--- config.mk ---
export PLATFORM = sky130hd
export DESIGN_NAME = uart_rx_flat
export DESIGN_NICKNAME = d
export VERILOG_FILES = /design/src/rtl/uart_pkg.sv /design/src/rtl/uart_rx_if.sv /design/src/rtl/uart_rx_sync_2ff.sv /design/src/rtl/uart_rx.sv /design/src/flat_wrapper.sv
export SDC_FILE = /design/constraint.sdc
export NUM_CORES = 1
export LEC_CHECK = 0
export ABC_AREA = 1
export CAP_MARGIN = 20
export CORE_AREA = 2 2 88 48
export DETAILED_ROUTE_END_ITERATION = 10
export DIE_AREA = 0 0 90 50
export DONT_BUFFER_PORTS = 1
export GPL_TIMING_DRIVEN = 0
export PLACE_DENSITY_LB_ADDON = 0.15
export SLEW_MARGIN = 25
export SYNTH_ARGS = -nofsm -noshare
export SYNTH_HDL_FRONTEND = slang
export SYNTH_SLANG_ARGS = --single-unit
--- constraint.sdc ---
create_clock -name clk -period 3.9 [get_ports clk]
set_input_delay 0.78 -clock clk [delete_from_list [all_inputs] [get_ports clk]]
set_output_delay 0.78 -clock clk [all_outputs]
set_load 0.01 [all_outputs]
--- src/rtl/uart_pkg.sv ---
// Shared UART definitions: FSM state encoding and frame constants.
// Latency: n/a (types and constants only).
// Backpressure: n/a.
package uart_pkg;

  // Frame layout shared with the transmitter.
  localparam int   DATA_BITS = 8;
  localparam logic START_BIT = 1'b0;
  localparam logic STOP_BIT  = 1'b1;

  // One-hot receiver states.
  typedef enum logic [3:0] {
    IDLE  = 4'b0001,
    START = 4'b0010,
    DATA  = 4'b0100,
    STOP  = 4'b1000
  } state_t;

endpackage

--- src/rtl/uart_rx_if.sv ---
// Serial receive bundle: raw line in, received byte and status out.
// Latency: n/a (wires only).
// Backpressure: none; rx_valid/frame_err are single-cycle pulses with no ready.
// Ports: rx (serial line), data (last good byte), rx_valid, rx_busy, frame_err.
interface uart_rx_if;
  import uart_pkg::*;

  logic                 rx;
  logic [DATA_BITS-1:0] data;
  logic                 rx_valid;
  logic                 rx_busy;
  logic                 frame_err;

  // Receiver side.
  modport master (
    input  rx,
    output data, rx_valid, rx_busy, frame_err
  );

  // Line driver / consumer side.
  modport slave (
    output rx,
    input  data, rx_valid, rx_busy, frame_err
  );
endinterface

--- src/rtl/uart_rx_sync_2ff.sv ---
// Two-flop synchronizer for a single asynchronous input.
// Latency: 2 clk cycles from d to q.
// Backpressure: none.
// Ports: clk, rst (sync, active-high), d (async in), q (synchronized out).
module sync_2ff #(
  parameter logic RST_VAL = 1'b1
) (
  input  logic clk,
  input  logic rst,
  input  logic d,
  output logic q
);

  logic meta;

  always_ff @(posedge clk) begin
    if (rst) begin
      meta <= RST_VAL;
      q    <= RST_VAL;
    end else begin
      meta <= d;
      q    <= meta;
    end
  end

endmodule

--- src/rtl/uart_rx.sv ---
// UART receiver: 8N1 frames with inverted payload, mid-bit sampling.
// Latency: rx_valid/frame_err pulse 1 clk after the mid-stop-bit sample.
// Backpressure: none; the consumer must take data on the rx_valid pulse.
// Ports: clk, rst (sync, active-high), bus (uart_rx_if.master).
module uart_rx
  import uart_pkg::*;
#(
  parameter int BAUD_RATE   = 115_200,
  parameter int CLOCK_SPEED = 50_000_000
) (
  input  logic       clk,
  input  logic       rst,
  uart_rx_if.master  bus
);

  localparam int BAUD_WIDTH = CLOCK_SPEED / BAUD_RATE;
  localparam int HALF_WIDTH = BAUD_WIDTH / 2;
  localparam int CNT_W      = $clog2(BAUD_WIDTH);
  localparam int IDX_W      = $clog2(DATA_BITS);

  localparam logic [CNT_W-1:0] BAUD_LAST = CNT_W'(BAUD_WIDTH - 1);
  localparam logic [CNT_W-1:0] HALF_LAST = CNT_W'(HALF_WIDTH - 1);
  localparam logic [IDX_W-1:0] IDX_LAST  = IDX_W'(DATA_BITS - 1);

  logic                 rx_s;
  state_t               state, state_next;
  logic [CNT_W-1:0]     cnt, cnt_next;
  logic [IDX_W-1:0]     idx, idx_next;
  logic [DATA_BITS-1:0] shreg, shreg_next;
  logic [DATA_BITS-1:0] data, data_next;
  logic                 valid, valid_next;
  logic                 err, err_next;

  // Line idles high, so the synchronizer resets to 1 to avoid a false start.
  sync_2ff #(.RST_VAL(1'b1)) u_sync (
    .clk (clk),
    .rst (rst),
    .d   (bus.rx),
    .q   (rx_s)
  );

  always_ff @(posedge clk) begin
    if (rst) begin
      state <= IDLE;
      cnt   <= '0;
      idx   <= '0;
      shreg <= '0;
      data  <= '0;
      valid <= 1'b0;
      err   <= 1'b0;
    end else begin
      state <= state_next;
      cnt   <= cnt_next;
      idx   <= idx_next;
      shreg <= shreg_next;
      data  <= data_next;
      valid <= valid_next;
      err   <= err_next;
    end
  end

  always_comb begin
    state_next = state;
    cnt_next   = cnt + CNT_W'(1);
    idx_next   = idx;
    shreg_next = shreg;
    data_next  = data;
    valid_next = 1'b0;
    err_next   = 1'b0;

    case (state)
      IDLE: begin
        cnt_next = '0;
        if (rx_s == START_BIT) state_next = START;
      end

      // Wait half a bit so every later sample lands mid-bit; a line that
      // is high again by then was a glitch and is dropped silently.
      START: begin
        if (cnt == HALF_LAST) begin
          cnt_next = '0;
          if (rx_s == START_BIT) begin
            state_next = DATA;
            idx_next   = '0;
          end else begin
            state_next = IDLE;
          end
        end
      end

      DATA: begin
        if (cnt == BAUD_LAST) begin
          cnt_next        = '0;
          shreg_next[idx] = rx_s;
          idx_next        = idx + IDX_W'(1);
          if (idx == IDX_LAST) state_next = STOP;
        end
      end

      // Leaving at mid-stop-bit leaves half a bit of slack to catch a
      // back-to-back start edge. Payload travels inverted on the line.
      STOP: begin
        if (cnt == BAUD_LAST) begin
          cnt_next   = '0;
          state_next = IDLE;
          if (rx_s == STOP_BIT) begin
            data_next  = ~shreg;
            valid_next = 1'b1;
          end else begin
            err_next   = 1'b1;
          end
        end
      end

      default: begin
        state_next = IDLE;
        cnt_next   = '0;
        idx_next   = '0;
      end
    endcase
  end

  assign bus.data      = data;
  assign bus.rx_valid  = valid;
  assign bus.frame_err = err;
  assign bus.rx_busy   = (state != IDLE);

endmodule

--- src/flat_wrapper.sv ---
// flat-port wrapper written by rule: the top's interface ports become plain ports
module uart_rx_flat import uart_pkg::*;
#(
  parameter int BAUD_RATE   = 115_200,
  parameter int CLOCK_SPEED = 50_000_000
)
  (clk, rst, bus_rx, bus_data, bus_rx_valid, bus_rx_busy, bus_frame_err);
  uart_rx_if bus_i ();
  input  logic clk;
  input  logic rst;
  input wire logic [$bits(bus_i.rx)-1:0] bus_rx;
  output wire logic [$bits(bus_i.data)-1:0] bus_data;
  output wire logic [$bits(bus_i.rx_valid)-1:0] bus_rx_valid;
  output wire logic [$bits(bus_i.rx_busy)-1:0] bus_rx_busy;
  output wire logic [$bits(bus_i.frame_err)-1:0] bus_frame_err;
  assign bus_i.rx = bus_rx;
  assign bus_data = bus_i.data;
  assign bus_rx_valid = bus_i.rx_valid;
  assign bus_rx_busy = bus_i.rx_busy;
  assign bus_frame_err = bus_i.frame_err;
  uart_rx #(.BAUD_RATE(BAUD_RATE), .CLOCK_SPEED(CLOCK_SPEED)) u_core (.clk(clk), .rst(rst), .bus(bus_i));
endmodule
==> metrics <==
status=finished, final reports clean; Max Slew Vio Count=0; synthesized area per cell=7.815 um^2; clock buffer depth=2; H-tree levels=2; Final Setup Violations=0; largest fanout on the critical path=4; # diodes=0; global-route wire length before repair=6030 um; final antenna-violating net count=0; CTS tree=yes; minimum clock period=1.791 ns; top post-synthesis cells by area=dfxtp_1, nand2_1, a21oi_1; skew final=0.003199 ns; share of cells above drive strength 1=0.1262; final WL=3554 um; CP endpoint kind=output pin; critical path's largest stage delay=0.35 ns; Seq/Total Area, Yosys=0.4455; RSZ-0062 raised after global routing=no; IO Pins=14; Slew @ Worst Pin=0.4429 ns; Post-CTS Hold Buffers=0; post-CTS resize count=0; Mapped Cells=207; Final Hold Viols=0; Reg clk slew, reported paths=0.07 ns; initial antenna violation count=0; HPWL Detailed=2734 um; Port-buffer cells=0; Total Neg Setup Slack=0 ns; most frequent cells in the layout=dfxtp_1, nand2_1, inv_1, nor2_1, a21oi_1; setup bufs post-CTS=0; grt ovf=0; Distinct cells, synth=29; final std cells w/o fill=268; DIE AREA=0.004500 mm^2; Synth top area share=0.4455; area grow syn2layout=8.971%; drt via density=4.974; critical path's slowest cell=dfxtp_1; CTS root buffer=clkbuf_8; Period Utilization, post-route=0.4592; total track usage=0.1762; CTS Sinks=36; Initial Util=0.4345; total CTS buffers=5; Hold/Removal Path Class=reg -> reg; DRC viols=0; Worst EP required=3.12 ns; Pleak=0.6774 nW; DR WL/cell=13.26 um; most common cell after layout, fill and taps aside=dfxtp_1; hold_ws=0.4122 ns; Total Nets Final=222; die height=50 um; maximum VDD drop=147.9 uV; total number of vias=1,333; Placed Cells=261; Max-slew headroom=0.7024; largest net degree at the start of global routing=11; Worst setup SP type=register; Site Rows=16; Die X=90 um; Core Footprint=0.003724 mm^2; Synth Warn #=0; crit path kind=reg -> out; Initial DRC Count=82; Yosys top cell by area=dfxtp_1; highest clock rate=558.4 MHz; synthesized area=0.001618 mm^2; CP cell instances=inv_1 > nand2_1 > inv_1 > nand3_1; final RePlAce weighted congestion=0.8949; PwrDens=363.9 mW/mm^2; Worst path most repeated cell=inv_1; clk_lat worst skew=0.29 ns; Critical Path AT=1.01 ns; Max-cap violations=0; Mapped Nets=215; final core occ=0.4735; Synth Register Bits=36; vias in the first global route=1,275; Initial DRT Pass Iterations=6
[per-layer routing]
metal,wire length (um),global-route usage
met3,253,0.04587
met1,1862,0.2545
met5,0,0
met2,1400,0.2456
met4,38,0.07692
[metrics by stage]
step | total power, mW | area (um^2) | setup slack, ns
floorplan | 0.4001 | 1618 | 2.493
CTS | 0.6494 | 1763 | 2.096
global route | 0.6655 | 1763 | 2.003
finish | 0.6415 | 1763 | 2.109
detailed placement | 0.4063 | 1685 | 2.169
global placement | 0.4056 | 1685 | 2.225
[cell usage after synthesis, drive strengths merged]
master / instances
dfxtp: 36
nand2: 32
nor2: 27
inv: 26
a21oi: 21
nand3: 18
o21ai: 18
ha: 5
nor3: 5
xor2: 4
nand4: 3
buf: 2
clkbuf: 2
nor4: 2
or2: 2
a31oi: 1
nand3b: 1
nor3b: 1
xnor2: 1
[critical path: cells and delay by family (launching register included)]
family	cells	cell delay, ns
buffers and inverters	2	0.10
and+or+nand+nor	2	0.27
DFF	1	0.35
[layout make-up]
| cell class | count | area, um^2 |
|---|---|---|
| multi-input combinational | 141 | 775.7 |
| buffer | 4 | 23.77 |
| clock buffer | 6 | 72.57 |
| inverter | 26 | 97.59 |
| fill | 373 | 1961 |
| sequential | 36 | 720.7 |
| tap | 54 | 67.56 |
| clock inverter | 1 | 5.005 |
[registers in the layout, summed over array words and instances, names as in the netlist]
name / flops
u_core.state: 4
u_core.shreg: 8
u_core.cnt: 9
u_core.u_sync.meta: 1
u_core.bus.data: 8
u_core.bus.rx_valid: 1
u_core.bus.frame_err: 1
u_core.idx: 3
u_core.u_sync.q: 1
[kinds of logic after synthesis]
logic type,Yosys count,synth area share
AND/OR/NAND/NOR,91,0.2800
buffers and inverters,30,0.07502
XOR/XNOR,5,0.02707
adder cells (fa/ha/maj),5,0.03867
AO/OA/AOI/OAI,40,0.1338
flip-flops,36,0.4455
[power breakdown]
part / internal, mW / switching (mW)
Clock: 0.121 / 0.122
Combinational: 0.00685 / 0.0169
Sequential: 0.371 / 0.00392
[final timing paths]
check,from,endpoint,slack (ns),cells after the start
max,u_core.state[2],bus_rx_busy,2.11,4
min,u_core.u_sync.meta,u_core.u_sync.q,0.41,1
min reg2reg,u_core.u_sync.meta,u_core.u_sync.q,0.41,1
max reg2reg,u_core.cnt[1],u_core.bus.data[6],2.12,9
Power figures use the tool's default switching activity.
